**src/rtl/ram_access_arbiter.sv**
```systemverilog
// Two-requester arbiter for the shared RAM command port: grants one whole
// read/write transaction at a time and expands it into RAM command words.
module ram_access_arbiter #(
    parameter int unsigned ADDR_W  = 8,
    parameter int unsigned DATA_W  = 8,
    parameter int unsigned TIMEOUT = 15
) (
    input  logic                clk,
    input  logic                rst_n,
    input  logic                req0_valid,
    input  logic                req0_we,
    input  logic [ADDR_W-1:0]   req0_addr,
    input  logic [DATA_W-1:0]   req0_wdata,
    output logic                req0_ready,
    output logic                req0_rvalid,
    output logic [DATA_W-1:0]   req0_rdata,
    output logic                req0_err,
    input  logic                req1_valid,
    input  logic                req1_we,
    input  logic [ADDR_W-1:0]   req1_addr,
    input  logic [DATA_W-1:0]   req1_wdata,
    output logic                req1_ready,
    output logic                req1_rvalid,
    output logic [DATA_W-1:0]   req1_rdata,
    output logic                req1_err,
    output logic [DATA_W+1:0]   ram_din,
    output logic                ram_rx_valid,
    input  logic [DATA_W-1:0]   ram_dout,
    input  logic                ram_tx_valid
);

    localparam int unsigned CMD_W = 2;
    localparam int unsigned DIN_W = CMD_W + DATA_W;
    localparam int unsigned CNT_W = $clog2(TIMEOUT + 1);

    localparam logic [CMD_W-1:0] CMD_WADDR = 2'b00;
    localparam logic [CMD_W-1:0] CMD_WDATA = 2'b01;
    localparam logic [CMD_W-1:0] CMD_RADDR = 2'b10;
    localparam logic [CMD_W-1:0] CMD_READ  = 2'b11;

    typedef enum logic [2:0] {
        IDLE, ADDR, DATA, GAP, RCMD, WAIT, RESP
    } state_t;

    state_t              state, state_nx;
    logic                grant0_c, grant1_c, accept_c;
    logic                resp_c, resp_err_c;
    logic [DIN_W-1:0]    din_nx;
    logic                rx_nx;
    logic                last_grant;
    logic                lat_we;
    logic                lat_id;
    logic [ADDR_W-1:0]   lat_addr;
    logic [DATA_W-1:0]   lat_wdata;
    logic [CNT_W-1:0]    cnt;
    logic                sel_we;
    logic [ADDR_W-1:0]   sel_addr;
    logic [DATA_W-1:0]   sel_wdata;

    assign req0_ready = grant0_c;
    assign req1_ready = grant1_c;
    assign sel_we     = grant1_c ? req1_we    : req0_we;
    assign sel_addr   = grant1_c ? req1_addr  : req0_addr;
    assign sel_wdata  = grant1_c ? req1_wdata : req0_wdata;

    // State register
    always_ff @(posedge clk or negedge rst_n) begin
        if (!rst_n) state <= IDLE;
        else        state <= state_nx;
    end

    // Grant, next state and next values of the registered RAM/response outputs
    always_comb begin
        state_nx   = state;
        grant0_c   = 1'b0;
        grant1_c   = 1'b0;
        accept_c   = 1'b0;
        resp_c     = 1'b0;
        resp_err_c = 1'b0;
        din_nx     = '0;
        rx_nx      = 1'b0;
        case (state)
            IDLE: begin
                if (req0_valid && (!req1_valid || last_grant)) grant0_c = 1'b1;
                else if (req1_valid)                           grant1_c = 1'b1;
                if (grant0_c || grant1_c) begin
                    accept_c = 1'b1;
                    state_nx = ADDR;
                    rx_nx    = 1'b1;
                    din_nx   = {sel_we ? CMD_WADDR : CMD_RADDR, DATA_W'(sel_addr)};
                end
            end
            ADDR: begin
                rx_nx = 1'b1;
                if (lat_we) begin
                    state_nx = DATA;
                    din_nx   = {CMD_WDATA, lat_wdata};
                end else begin
                    state_nx = RCMD;
                    din_nx   = {CMD_READ, DATA_W'(0)};
                end
            end
            DATA:    state_nx = GAP;
            GAP:     state_nx = IDLE;
            RCMD:    state_nx = WAIT;
            WAIT: begin
                if (ram_tx_valid) begin
                    resp_c   = 1'b1;
                    state_nx = RESP;
                end else if (cnt == CNT_W'(TIMEOUT - 1)) begin
                    resp_c     = 1'b1;
                    resp_err_c = 1'b1;
                    state_nx   = RESP;
                end
            end
            RESP:    state_nx = IDLE;
            default: state_nx = IDLE;
        endcase
    end

    // Transaction latch, fairness pointer and WAIT timeout counter
    always_ff @(posedge clk or negedge rst_n) begin
        if (!rst_n) begin
            last_grant <= 1'b1;
            lat_we     <= 1'b0;
            lat_id     <= 1'b0;
            lat_addr   <= '0;
            lat_wdata  <= '0;
            cnt        <= '0;
        end else begin
            if (accept_c) begin
                last_grant <= grant1_c;
                lat_id     <= grant1_c;
                lat_we     <= sel_we;
                lat_addr   <= sel_addr;
                lat_wdata  <= sel_wdata;
            end
            if (state == WAIT) cnt <= cnt + CNT_W'(1);
            else               cnt <= '0;
        end
    end

    // Registered RAM command port and per-requester read responses
    always_ff @(posedge clk or negedge rst_n) begin
        if (!rst_n) begin
            ram_din      <= '0;
            ram_rx_valid <= 1'b0;
            req0_rvalid  <= 1'b0;
            req0_rdata   <= '0;
            req0_err     <= 1'b0;
            req1_rvalid  <= 1'b0;
            req1_rdata   <= '0;
            req1_err     <= 1'b0;
        end else begin
            ram_din      <= din_nx;
            ram_rx_valid <= rx_nx;
            req0_rvalid  <= resp_c && !lat_id;
            req1_rvalid  <= resp_c && lat_id;
            if (resp_c && !lat_id) begin
                req0_rdata <= resp_err_c ? '0 : ram_dout;
                req0_err   <= resp_err_c;
            end
            if (resp_c && lat_id) begin
                req1_rdata <= resp_err_c ? '0 : ram_dout;
                req1_err   <= resp_err_c;
            end
        end
    end

endmodule

```
**config.mk**
```make
export PLATFORM = sky130hd
export DESIGN_NAME = ram_access_arbiter
export DESIGN_NICKNAME = d
export VERILOG_FILES = /design/src/rtl/ram_access_arbiter.sv
export SDC_FILE = /design/constraint.sdc
export NUM_CORES = 1
export LEC_CHECK = 0
export ABC_AREA = 1
export CAP_MARGIN = 20
export CORE_ASPECT_RATIO = 0.6
export CORE_MARGIN = 2
export CORE_UTILIZATION = 41
export DETAILED_ROUTE_END_ITERATION = 10
export GPL_ROUTABILITY_DRIVEN = 0
export PLACE_DENSITY = 0.76
export SLEW_MARGIN = 40
export SYNTH_ARGS = -nofsm -noshare
export SYNTH_HDL_FRONTEND = slang
export SYNTH_SLANG_ARGS = --single-unit
export TNS_END_PERCENT = 30
```
**constraint.sdc**
```tcl
create_clock -name clk -period 1.29 [get_ports clk]
set_input_delay 0.258 -clock clk [delete_from_list [all_inputs] [get_ports clk]]
set_output_delay 0.258 -clock clk [all_outputs]
set_load 0.005 [all_outputs]
```
======== After elaboration in Yosys (flattened, before gate mapping) ========
Cells that the tools add are included.
operators by class
  $add $sub $neg .......................... 1
  multipliers ............................. 0
  divide/modulo/power cells ............... 0
  order comparisons ....................... 0
  eq/ne operators ......................... 7
  shift operators ......................... 0
  mux-type cells .......................... 29
  bitwise gates (word level) .............. 0
  reductions and logical operators ........ 9
operators by type and width
  kind                 number
  $mux 8               3
  $mux 10              2
  $pmux 10 s2          1
  $mux 1               15
  $pmux 3 s5           1
  $mux 3               4
  $eq 3x3->1 const B   2
  $add 4x1->4 const B  1
  $eq 4x4->1 const B   1
  $mux 4               1
  $eq 3x1->1 const B   1
  $eq 3x2->1 const B   1
  $logic_and 1x1->1    3
  $logic_not 3->1      1
  $ne 3x3->1 const B   1
  $logic_not 1->1      2
  $logic_or 1x1->1     2
  $mux 2               1
  $ne 2x2->1 const B   1
  $pmux 1 s2           1
  $reduce_and 2->1     1
word-level totals
  bits in registers ....................... 49
  latch bits .............................. 0
  RAM bits ................................ 0
  ROM bits ................................ 0
  input port bits ......................... 47
  output and inout port bits .............. 33
  word-level logic and storage cells ...... 60
  memories kept ........................... 0

======== Depth between registers and ports, before layout ========
Gate-level depths: netlist of the first run.
  word-level depth ........................ 10
  gate-level depth with buffers ........... 9
  mapped depth without buffers ............ 8

======== Least setup slack after synthesis of the first run ========
OpenSTA, ideal clock, no wires.
  path kind ............................... register to register
  start point ............................. reg cnt[0]
  end point ............................... reg req1_rdata[5]
  data arrival time ....................... 1.216 ns
  data required time ...................... 1.163 ns
  slack ................................... -0.053 ns
  cell stages (with the launch flop) ...... 9
  path buffers ............................ 1
  cells stage by stage .................... dfrtp_1 -> inv_1 -> ha_1 -> nand3_1 -> nand2_1 -> nand3_4 -> buf_6 -> nand2_1 -> o21ai_0
between the ends
  cells in the longest elaborated chain, start to end .. 5
  elaborated cells on any way between the ends .. 8
RTL lines
  what                                                RTL line  RTL
  start: declaration                                  55        logic [CNT_W-1:0] cnt;
  start signal: assignment                            138       if (state == WAIT) cnt <= cnt + CNT_W'(1);
  $eq 4x4->1 *                                        110       end else if (cnt == CNT_W'(TIMEOUT - 1)) begin
  $mux 1 *                                            110
  $mux 1                                              107       if (ram_tx_valid) begin
  $mux 1                                              82        case (state)
  $mux 8 / $logic_and 1x1->1 (equally long branches)  164, 163
  end signal: assignment                              164       req1_rdata <= resp_err_c ? '0 : ram_dout;
  end: declaration                                    24        output logic [DATA_W-1:0] req1_rdata,
Every way passes the cells marked *; elsewhere a longest branch is shown, timed or not.
A chain may end at the register's enable or synchronous reset.

======== Final worst setup path of the first run ========
  start point ............................. reg state[0]
  end point ............................... out req1_ready
between the ends
  cells in the longest elaborated chain, start to end .. 2
RTL lines
  what                      RTL line  RTL
  start: declaration        45        state_t state, state_nx;
  start signal: assignment  69        else state <= state_nx;
  $logic_not 3->1           82
  $mux 1                    82
  end: declaration          22        output logic req1_ready,
No other way between the ends.

==> results.cfg, run 1 <==
[place]
port-buffer-count = 79
dp_slack_ns = -0.577
dp.final_hpwl_um = 4300

[route]
routed_wl_um = 7050
drc_errors = 0
wl_met3_um = 396
viasPerCell = 4.83
wl_met2_um = 3410
ant_nets = 0
routedWlPerCell_um = 15.2
top_layer_used = met4
drtPass1Iterations = 4
drtIter0Drc = 183
vias = 2235
wl_met1_um = 3170

[power_and_ir_drop]
power_density_mw_per_mm2 = 1860
p_leak_nw = 1.95
power_mw = 7.00
vdd_drop_max_mv = 1.12

[worst_setup_path]
crit_fanout = 3
required_ns = 1.03
rr_worst_depth = 7
worstSetupPathType = flop to primary output
crit-reg2reg-launch = state[1]$_DFFE_PN0P_
end_kind = primary output
crit_arrival_ns = 1.25
cp-start-kind = flop
r2r-end = req0_err$_DFFE_PN0P_
r2r_slack_ns = -0.20

[job]
maxCapViolations = 0

[timing]
skew_ns = 0.00668
slew_viol_final = 0
worst_pin_slew_ns = 0.402
fin_crit_ns = 1.51
fmax_ghz = 0.663
fin_ws_ns = -0.218
setup_viol = 45
relSlewSlack = 0.732
grt_setup_unrepaired = true
hold_slack_ns = 0.352
finalHoldViolCount = 0
min_period_over_period = 1.17

[global_routing]
grtUsageTotal = 0.204
antenna_found_initial = 0
grt_pass1_wl_um = 10100
grt_pass1_vias = 2118
grt_max_degree = 25
grt-ovfl-total = 0

[floorplan]
num_io_pins = 80
coreArea_mm2 = 0.00554
rows = 21
initial_utilization = 0.421
die_h_um = 62.5
dieArea_mm2 = 0.00634
fp.dieW_um = 101

[yosys]
ys_ff_latch = 49
synth_fa_ha_area_frac = 0.0107
synth_mux_area_frac = 0
yosysWarnings = 0
syn_inst = 267
avgSynthCellArea_um2 = 8.75
synth_compound_area_frac = 0.0627
syn_area_mm2 = 0.00234
synth_simple_gate_area_frac = 0.314
synth_top_family_by_area = simple AND/OR/NAND/NOR gates
synth_nets = 316
synth_xor_area_frac = 0.00375
yosysSeqAreaShare = 0.525
synthDistinctLibCells = 25

[hold_path]
min_path_type = input pin to asynchronous set/reset pin

[clocking]
cts_max_path_buffers = 2
clk_pin_slew_ns = 0.09
cts_root_buf = clkbuf_8
clk_latency_ns = 0.30
cts_buffers = 5
htreeDepth = 2
cts.sink_count = 49
cts_tree = built

[finish]
diodes = 0
mostFrequentLayoutCells = nand2_1, dfrtp_1, clkdlybuf4s50_1
fillers = 424
final_util = 0.677
synthToLayoutAreaGrowth_pct = 60.7
layout_commonest_cell = nand2_1
seqCellArea_mm2 = 0.00123
layout.nets = 431
multi_input_area_mm2 = 0.00113
drive_gt1_frac = 0.238

[outcome]
violations = setup timing
status = finished with violations
==> power by group <==
| part | leakage [nW] | switching (mW) | internal [mW] |
|---|---|---|---|
| Sequential | 0.631 | 0.395 | 2.13 |
| Combinational | 1.26 | 1.77 | 1.58 |
| Clock | 0.0585 | 0.491 | 0.632 |
==> worst max-delay path by stage <==
stage / startpoint / end / slack (ns) / cells after the start
2_1_floorplan: cnt[0]$_DFF_PN0_ / req1_rdata[5]$_DFFE_PN0P_ / -0.0009 / 8
4_1_cts: last_grant$_DFFE_PN1P_ / req0_ready / -0.24 / 5
6_report: state[0]$_DFFE_PN0P_ / req1_ready / -0.22 / 6
5_1_grt: state[0]$_DFFE_PN0P_ / req1_ready / -0.27 / 6
3_3_place_gp: req1_valid / req1_ready / -0.53 / 6
3_5_place_dp: req1_valid / req1_ready / -0.58 / 6
==> through the flow <==
stage / instance area [µm²] / cells / TNS, ns
after global routing: 3750 / 463 / -8.75
after CTS: 3510 / 452 / -2.24
after detailed placement: 3330 / 439 / -9.97
after global placement: 3330 / 439 / -8.53
final: 3750 / 463 / -6.13
after floorplan: 2340 / 267 / -0.00185
==> state kept, by name, summed over array words and instances, names as in the netlist, 3 cells and up <==
signal and flops:
req0_rdata 8, req1_rdata 8, lat_wdata 8, cnt 4
state 3, ram_din 10
==> cells by family (layout without fill, tap and decap cells) <==
family	count (synthesis)	in the layout
and+or+nand+nor	147	153
DFF	49	49
buffers and inverters	41	151
AOI/OAI and AO/OA	27	27
adders and majority gates	2	2
xor gates and xnor gates	1	1
==> area by class of cell <==
type | count | share of cell area
clock buffers | 7 | 0.0230
clock inverters | 1 | 0.00800
inverters | 34 | 0.0367
multi-input cells | 183 | 0.301
flip-flops and latches | 49 | 0.327
well taps | 80 | 0.0267
repair buffers | 109 | 0.278
==> layer usage <==
layer,GRT usage,vias up
li1,-,1080
met1,0.290,1079
met2,0.320,69
met3,0.0380,7
met4,0.0557,0
met5,0,-
==> critical path, stage by stage (launching register included) <==
cell	delay, ns
dfrtp_1	0.43
inv_2	0.11
nand2_4	0.08
nor2_8	0.12
nand2_4	0.07
inv_4	0.05
buf_6	0.08
==> timing repair <==
action | 4_1_cts | 5_1_grt
resized for setup | 60 | 40
pin swaps | 7 | 13
gates cloned | 0 | 6
hold endpoints to repair | 8 | 0
setup buffers | 6 | 5
hold buffers | 1 | 0
endpoints found under the setup margin | 74 | 47
==> cells in the mapped netlist (all sizes together) <==
library cell | count | area [µm²]
ha | 2 | 25.0
a21oi | 4 | 31.3
dfrtp | 48 | 1200
inv | 33 | 126
dfstp | 1 | 26.3
nand3 | 23 | 140
nor2 | 13 | 83.8
clkinv | 1 | 5.00
buf | 7 | 62.6
nand2 | 94 | 385
nand3b | 16 | 120
o21ai | 23 | 115
nor3 | 1 | 5.00
xnor2 | 1 | 8.76
(Power assumes the default switching activity.)
==> run 2, diff against run 1 <==
--- a/config.mk
+++ b/config.mk
@@ -12,6 +12,7 @@
 export CORE_UTILIZATION = 41
 export DETAILED_ROUTE_END_ITERATION = 10
 export GPL_ROUTABILITY_DRIVEN = 0
+export GPL_TIMING_DRIVEN = 0
 export PLACE_DENSITY = 0.76
 export SLEW_MARGIN = 40
 export SYNTH_ARGS = -nofsm -noshare
==> run 2 against run 1 <==
The flow still finishes with violations (setup timing); non-clock buffer count increased by 8; maximum frequency decreased by 3.8%; clock power decreased by 25%; global-route usage grew 1.8 points; cell count is 0.22% higher; wire length about the same; total power fell by 0.28%; clock skew hardly changed; critical endpoint unchanged; highest routed layer unchanged.
==> results.cfg, run 2 (synthesized netlist as in run 1, its figures left out) <==
[outcome]
status = finished with violations
violations = setup timing

[place]
port-buffer-count = 79
dp.final_hpwl_um = 4330
dpl_cell_area_mm2 = 0.00325
dp_slack_ns = -0.826

[route]
ant_nets = 0
drc_errors = 0
drtPass1Iterations = 4
routedWlPerCell_um = 15.2
vias = 2262
routed_wl_um = 7050
drtIter0Drc = 140
viasPerCell = 4.88

[finish]
drive_gt1_frac = 0.284
largest-register = ram_din
largest_reg_flops = 10
fillers = 407
diodes = 0
fin_area_mm2 = 0.00382
layout_commonest_cell = nand2_1
synthToLayoutAreaGrowth_pct = 63.4
mostFrequentLayoutCells = nand2_1, dfrtp_1, clkdlybuf4s50_1
layout.nets = 434

[worst_setup_path]
worstSetupPathType = flop to primary output
cp_cell_sequence = buf_6, inv_4, nand2_4, nor2_8, nand2_8, inv_4, buf_6
end_kind = primary output
crit_fanout = 2
crit_arrival_ns = 1.31
crit_path_top_delay_cell = dfrtp_1
required_ns = 1.03
cp-start-kind = flop
max_stage_delay_ns = 0.41

[timing]
fin_ws_ns = -0.277
fin_crit_ns = 1.57
min_period_over_period = 1.21
grt_setup_unrepaired = true
setup_viol = 49
worst_pin_slew_ns = 0.331
finalHoldViolCount = 0
slew_viol_final = 0
skew_ns = 0.00674
relSlewSlack = 0.779
fmax_ghz = 0.638

[clocking]
cts_tree = built
htreeDepth = 2
clk_latency_ns = 0.31
cts_buffers = 5
cts_root_buf = clkbuf_8
cts.sink_count = 49
cts_max_path_buffers = 2
clk_pin_slew_ns = 0.08

[global_routing]
grt_pass1_vias = 2222
grt_pass1_wl_um = 11000
grt-ovfl-total = 0
grtUsageTotal = 0.221
grt_max_degree = 27
antenna_found_initial = 0

[hold_path]
min_path_type = input pin to asynchronous set/reset pin

[floorplan]
rows = 21
num_io_pins = 80
die_h_um = 62.5
coreArea_mm2 = 0.00554
dieArea_mm2 = 0.00634
initial_utilization = 0.421
fp.dieW_um = 101

[power_and_ir_drop]
power_density_mw_per_mm2 = 1830
vdd_drop_max_mv = 0.906
p_leak_nw = 1.97
power_mw = 6.98

[job]
maxCapViolations = 0
-- run 2: cell types whose count changed in the layout (fill, tap and decap cells not counted), moves of 2 or more --
cell	delta
o21ai_2	+5
nand2_1	-11
buf_4	-2
buf_6	+10
nand3_2	-3
o21ai_1	-6
nand2_2	+12
-- run 2: repair_timing --
item / CTS / global route
cloned: 4 / 1
resized for setup: 90 / 33
endpoints found under the setup margin: 73 / 48
hold buffers: 1 / 0
pin swaps: 7 / 9
buffers inserted: 20 / 5
endpoints found under the hold margin: 23 / 0
-- run 2: area by class of cell --
| cell class | instances | area [µm²] | area share |
|---|---|---|---|
| Buffer | 7 | 82.6 | 0.0216 |
| Timing Repair Buffer | 110 | 1070 | 0.281 |
| Multi-Input combinational cell | 178 | 1110 | 0.292 |
| Tap cell | 80 | 100 | 0.0262 |
| Clock buffer | 5 | 68.8 | 0.0180 |
| Clock inverter | 1 | 5.00 | 0.00131 |
| Inverter | 34 | 145 | 0.0380 |
| Sequential cell | 49 | 1230 | 0.322 |
-- run 2: stage by stage --
stage | std cells | setup TNS [ns] | util | hold slack [ns]
3_5_place_dp | 427 | -11.96 | 0.587 | 0.179
6_report | 464 | -7.15 | 0.689 | 0.390
2_1_floorplan | 267 | -0.00185 | - | -0.0376
3_3_place_gp | 426 | -80.09 | 0.583 | 0.460
5_1_grt | 464 | -9.72 | 0.689 | 0.423
4_1_cts | 458 | -3.38 | 0.656 | 0.400
-- run 2: power by group --
group	switching, mW	total [mW]	internal, mW
logic	1.82	3.61	1.79
clock network	0.482	0.840	0.357
registers	0.395	2.52	2.13
total	2.70	6.98	4.28
-- run 2: worst paths after layout --
| path | startpoint | end | slack [ns] | cells after the start |
|---|---|---|---|---|
| max | state[2]$_DFFE_PN0P_ | req1_ready | -0.28 | 7 |
| min | rst_n | cnt[1]$_DFF_PN0_ | 0.39 | 2 |
| max reg2reg | state[2]$_DFFE_PN0P_ | ram_din[2]$_DFF_PN0_ | -0.20 | 10 |
| min reg2reg | req0_rdata[1]$_DFFE_PN0P_ | req0_rdata[1]$_DFFE_PN0P_ | 0.49 | 2 |
| max in group asynchronous | rst_n | last_grant$_DFFE_PN1P_ | 0.39 | 3 |
| min in group clk | req0_rdata[1]$_DFFE_PN0P_ | req0_rdata[1]$_DFFE_PN0P_ | 0.49 | 2 |
-- run 2: per-layer routing --
layer	routed length [µm]	GRT usage	part of all wire
met5	0	0	0
met4	87	0.0524	0.012
met3	435	0.0403	0.062
met2	3330	0.333	0.47
met1	3200	0.332	0.45
-- run 2: worst max-delay path, delay by kind of cell (launching register included) --
| family | cells | cell delay (ns) |
|---|---|---|
| buf+inv | 4 | 0.31 |
| flops | 1 | 0.41 |
| simple gates | 3 | 0.26 |
==> run 3, diff against run 2 <==
--- a/config.mk
+++ b/config.mk
@@ -6,7 +6,6 @@
 export NUM_CORES = 1
 export LEC_CHECK = 0
 export ABC_AREA = 1
-export CAP_MARGIN = 20
 export CORE_ASPECT_RATIO = 0.6
 export CORE_MARGIN = 2
 export CORE_UTILIZATION = 41
@@ -14,6 +13,7 @@
 export GPL_ROUTABILITY_DRIVEN = 0
 export GPL_TIMING_DRIVEN = 0
 export PLACE_DENSITY = 0.76
+export REMOVE_ABC_BUFFERS = 1
 export SLEW_MARGIN = 40
 export SYNTH_ARGS = -nofsm -noshare
 export SYNTH_HDL_FRONTEND = slang
==> run 3 against run 2 <==
The run still ends with setup timing left; largest power group unchanged; worst setup slack better by 0.032 ns; critical path depth down 1; maximum frequency up 2.1%; via count down 9.5%; sequential power down 2%; register-to-register slack better by 0.06 ns; non-clock buffer count down 27; utilization down 7.3 points; hold slack worse by 0.082 ns; sequential share of layout area up 3.8 points; clock-buffer cell count up 1; final area down 11%; critical endpoint unchanged.
==> results.cfg, run 3 (synthesized netlist as in run 1, its figures left out) <==
[outcome]
status = finished with violations
violations = setup timing

[finish]
layout.nets = 406
mostFrequentLayoutCells = nand2_1, dfrtp_1, clkdlybuf4s50_1
largest-register = ram_din
layout_commonest_cell = nand2_1
drive_gt1_frac = 0.120
diodes = 0
largest_reg_flops = 10
synthToLayoutAreaGrowth_pct = 46.2

[route]
drtIter0Drc = 91
vias = 2046
wl_met1_um = 2600
viasPerCell = 4.67
routedWlPerCell_um = 13.1
drc_errors = 0
routed_wl_um = 5740
wl_met2_um = 2750
drtPass1Iterations = 4
wl_met3_um = 285
ant_nets = 0
top_layer_used = met4

[floorplan]
initial_utilization = 0.421
coreArea_mm2 = 0.00554
dieArea_mm2 = 0.00634
die_h_um = 62.5
fp.dieW_um = 101
rows = 21
num_io_pins = 80

[job]
maxCapViolations = 0

[clocking]
clk_pin_slew_ns = 0.09
clk_latency_ns = 0.30
cts_tree = built
cts.sink_count = 49
htreeDepth = 2
cts_buffers = 5
cts_root_buf = clkbuf_8
cts_max_path_buffers = 2

[worst_setup_path]
crit_arrival_ns = 1.28
crit-reg2reg-launch = cnt[0]$_DFF_PN0_
worstSetupPathType = flop to primary output
cp-start-kind = flop
startpoint = state[2]$_DFFE_PN0P_
required_ns = 1.03
end_kind = primary output
crit_fanout = 2

[global_routing]
antenna_found_initial = 0
grt_pass1_vias = 2111
grt_pass1_wl_um = 9850
grtUsageTotal = 0.199
grt-ovfl-total = 0
grt_max_degree = 42

[place]
dp.final_hpwl_um = 4060
port-buffer-count = 79

[timing]
fmax_ghz = 0.651
finalHoldViolCount = 0
grt_setup_unrepaired = true
fin_ws_ns = -0.246
hold_slack_ns = 0.307
worst_pin_slew_ns = 0.238
skew_ns = 0.00872
slew_viol_final = 0
fin_crit_ns = 1.54
relSlewSlack = 0.841
min_period_over_period = 1.19
setup_viol = 40

[power_and_ir_drop]
p_leak_nw = 1.80
power_mw = 6.32
vdd_drop_max_mv = 0.747
power_density_mw_per_mm2 = 1850

[hold_path]
min_path_type = input pin to asynchronous set/reset pin
-- run 3: changes by cell type in the layout (fill, tap and decap cells not counted), moves of 3 or more --
cell / previous run / this run
buf_6: 18 / 4
nand2_1: 64 / 87
nand2_2: 25 / 3
o21ai_1: 11 / 16
nand3_4: 5 / 2
nand3_1: 16 / 20
buf_4: 16 / 6
o21ai_2: 7 / 0
-- run 3: worst max-delay path, cell delays in order, from the launching register on --
cell and delay (ns):
dfrtp_1 0.44, inv_4 0.09, nand2_4 0.07, nor2_8 0.17, nand2_8 0.07, inv_4 0.05
buf_6 0.08
-- run 3: layout make-up --
class | count | area (µm²)
Inverter | 34 | 145
Timing Repair Buffer | 90 | 867
Sequential cell | 49 | 1230
Clock inverter | 2 | 37.5
Multi-Input combinational cell | 177 | 955
Clock buffer | 6 | 82.6
Fill cell | 484 | 2130
Tap cell | 80 | 100
-- run 3: metrics by stage --
| stage | area, µm² | utilization | cells | TNS [ns] | setup WS [ns] |
|---|---|---|---|---|---|
| floorplan | 2270 | - | 260 | -0.0189 | -0.0189 |
| global placement | 3160 | 0.571 | 419 | -83.71 | -1.41 |
| detailed placement | 3180 | 0.574 | 420 | -17.57 | -1.23 |
| CTS | 3380 | 0.610 | 438 | -6.53 | -0.227 |
| global route | 3410 | 0.616 | 438 | -8.31 | -0.316 |
| finish | 3410 | 0.616 | 438 | -4.18 | -0.246 |
-- run 3: what timing repair did --
action / in CTS / in global routing
pin swaps: 5 / 1
endpoints found under the hold margin: 8 / 0
setup buffers: 9 / 0
endpoints found under the setup margin: 75 / 44
hold buffers: 1 / 0
gates resized for setup: 52 / 8
-- run 3: final timing paths --
| path | endpoint | slack (ns) | cells past startpoint |
|---|---|---|---|
| worst max register to register | req1_rdata[5]$_DFFE_PN0P_ | -0.14 | 6 |
| worst min-delay path | state[2]$_DFFE_PN0P_ | 0.31 | 2 |
| worst max-delay path | req1_ready | -0.25 | 6 |
| min in group clk | ram_din[7]$_DFF_PN0_ | 0.48 | 2 |
| max in group asynchronous | last_grant$_DFFE_PN1P_ | 0.49 | 3 |
| worst min register to register | ram_din[7]$_DFF_PN0_ | 0.48 | 2 |
-- run 3: metal layers --
layer	global-route usage	vias to the layer above
met4	0.0743	0
met2	0.313	69
met1	0.273	946
li1	-	1017
met5	0	-
met3	0.0369	14
-- run 3: report_power, final --
part	switching (mW)	total, mW	internal (mW)
logic	1.47	2.70	1.24
clock network	0.519	1.15	0.631
registers	0.338	2.46	2.12
total	2.33	6.32	3.99
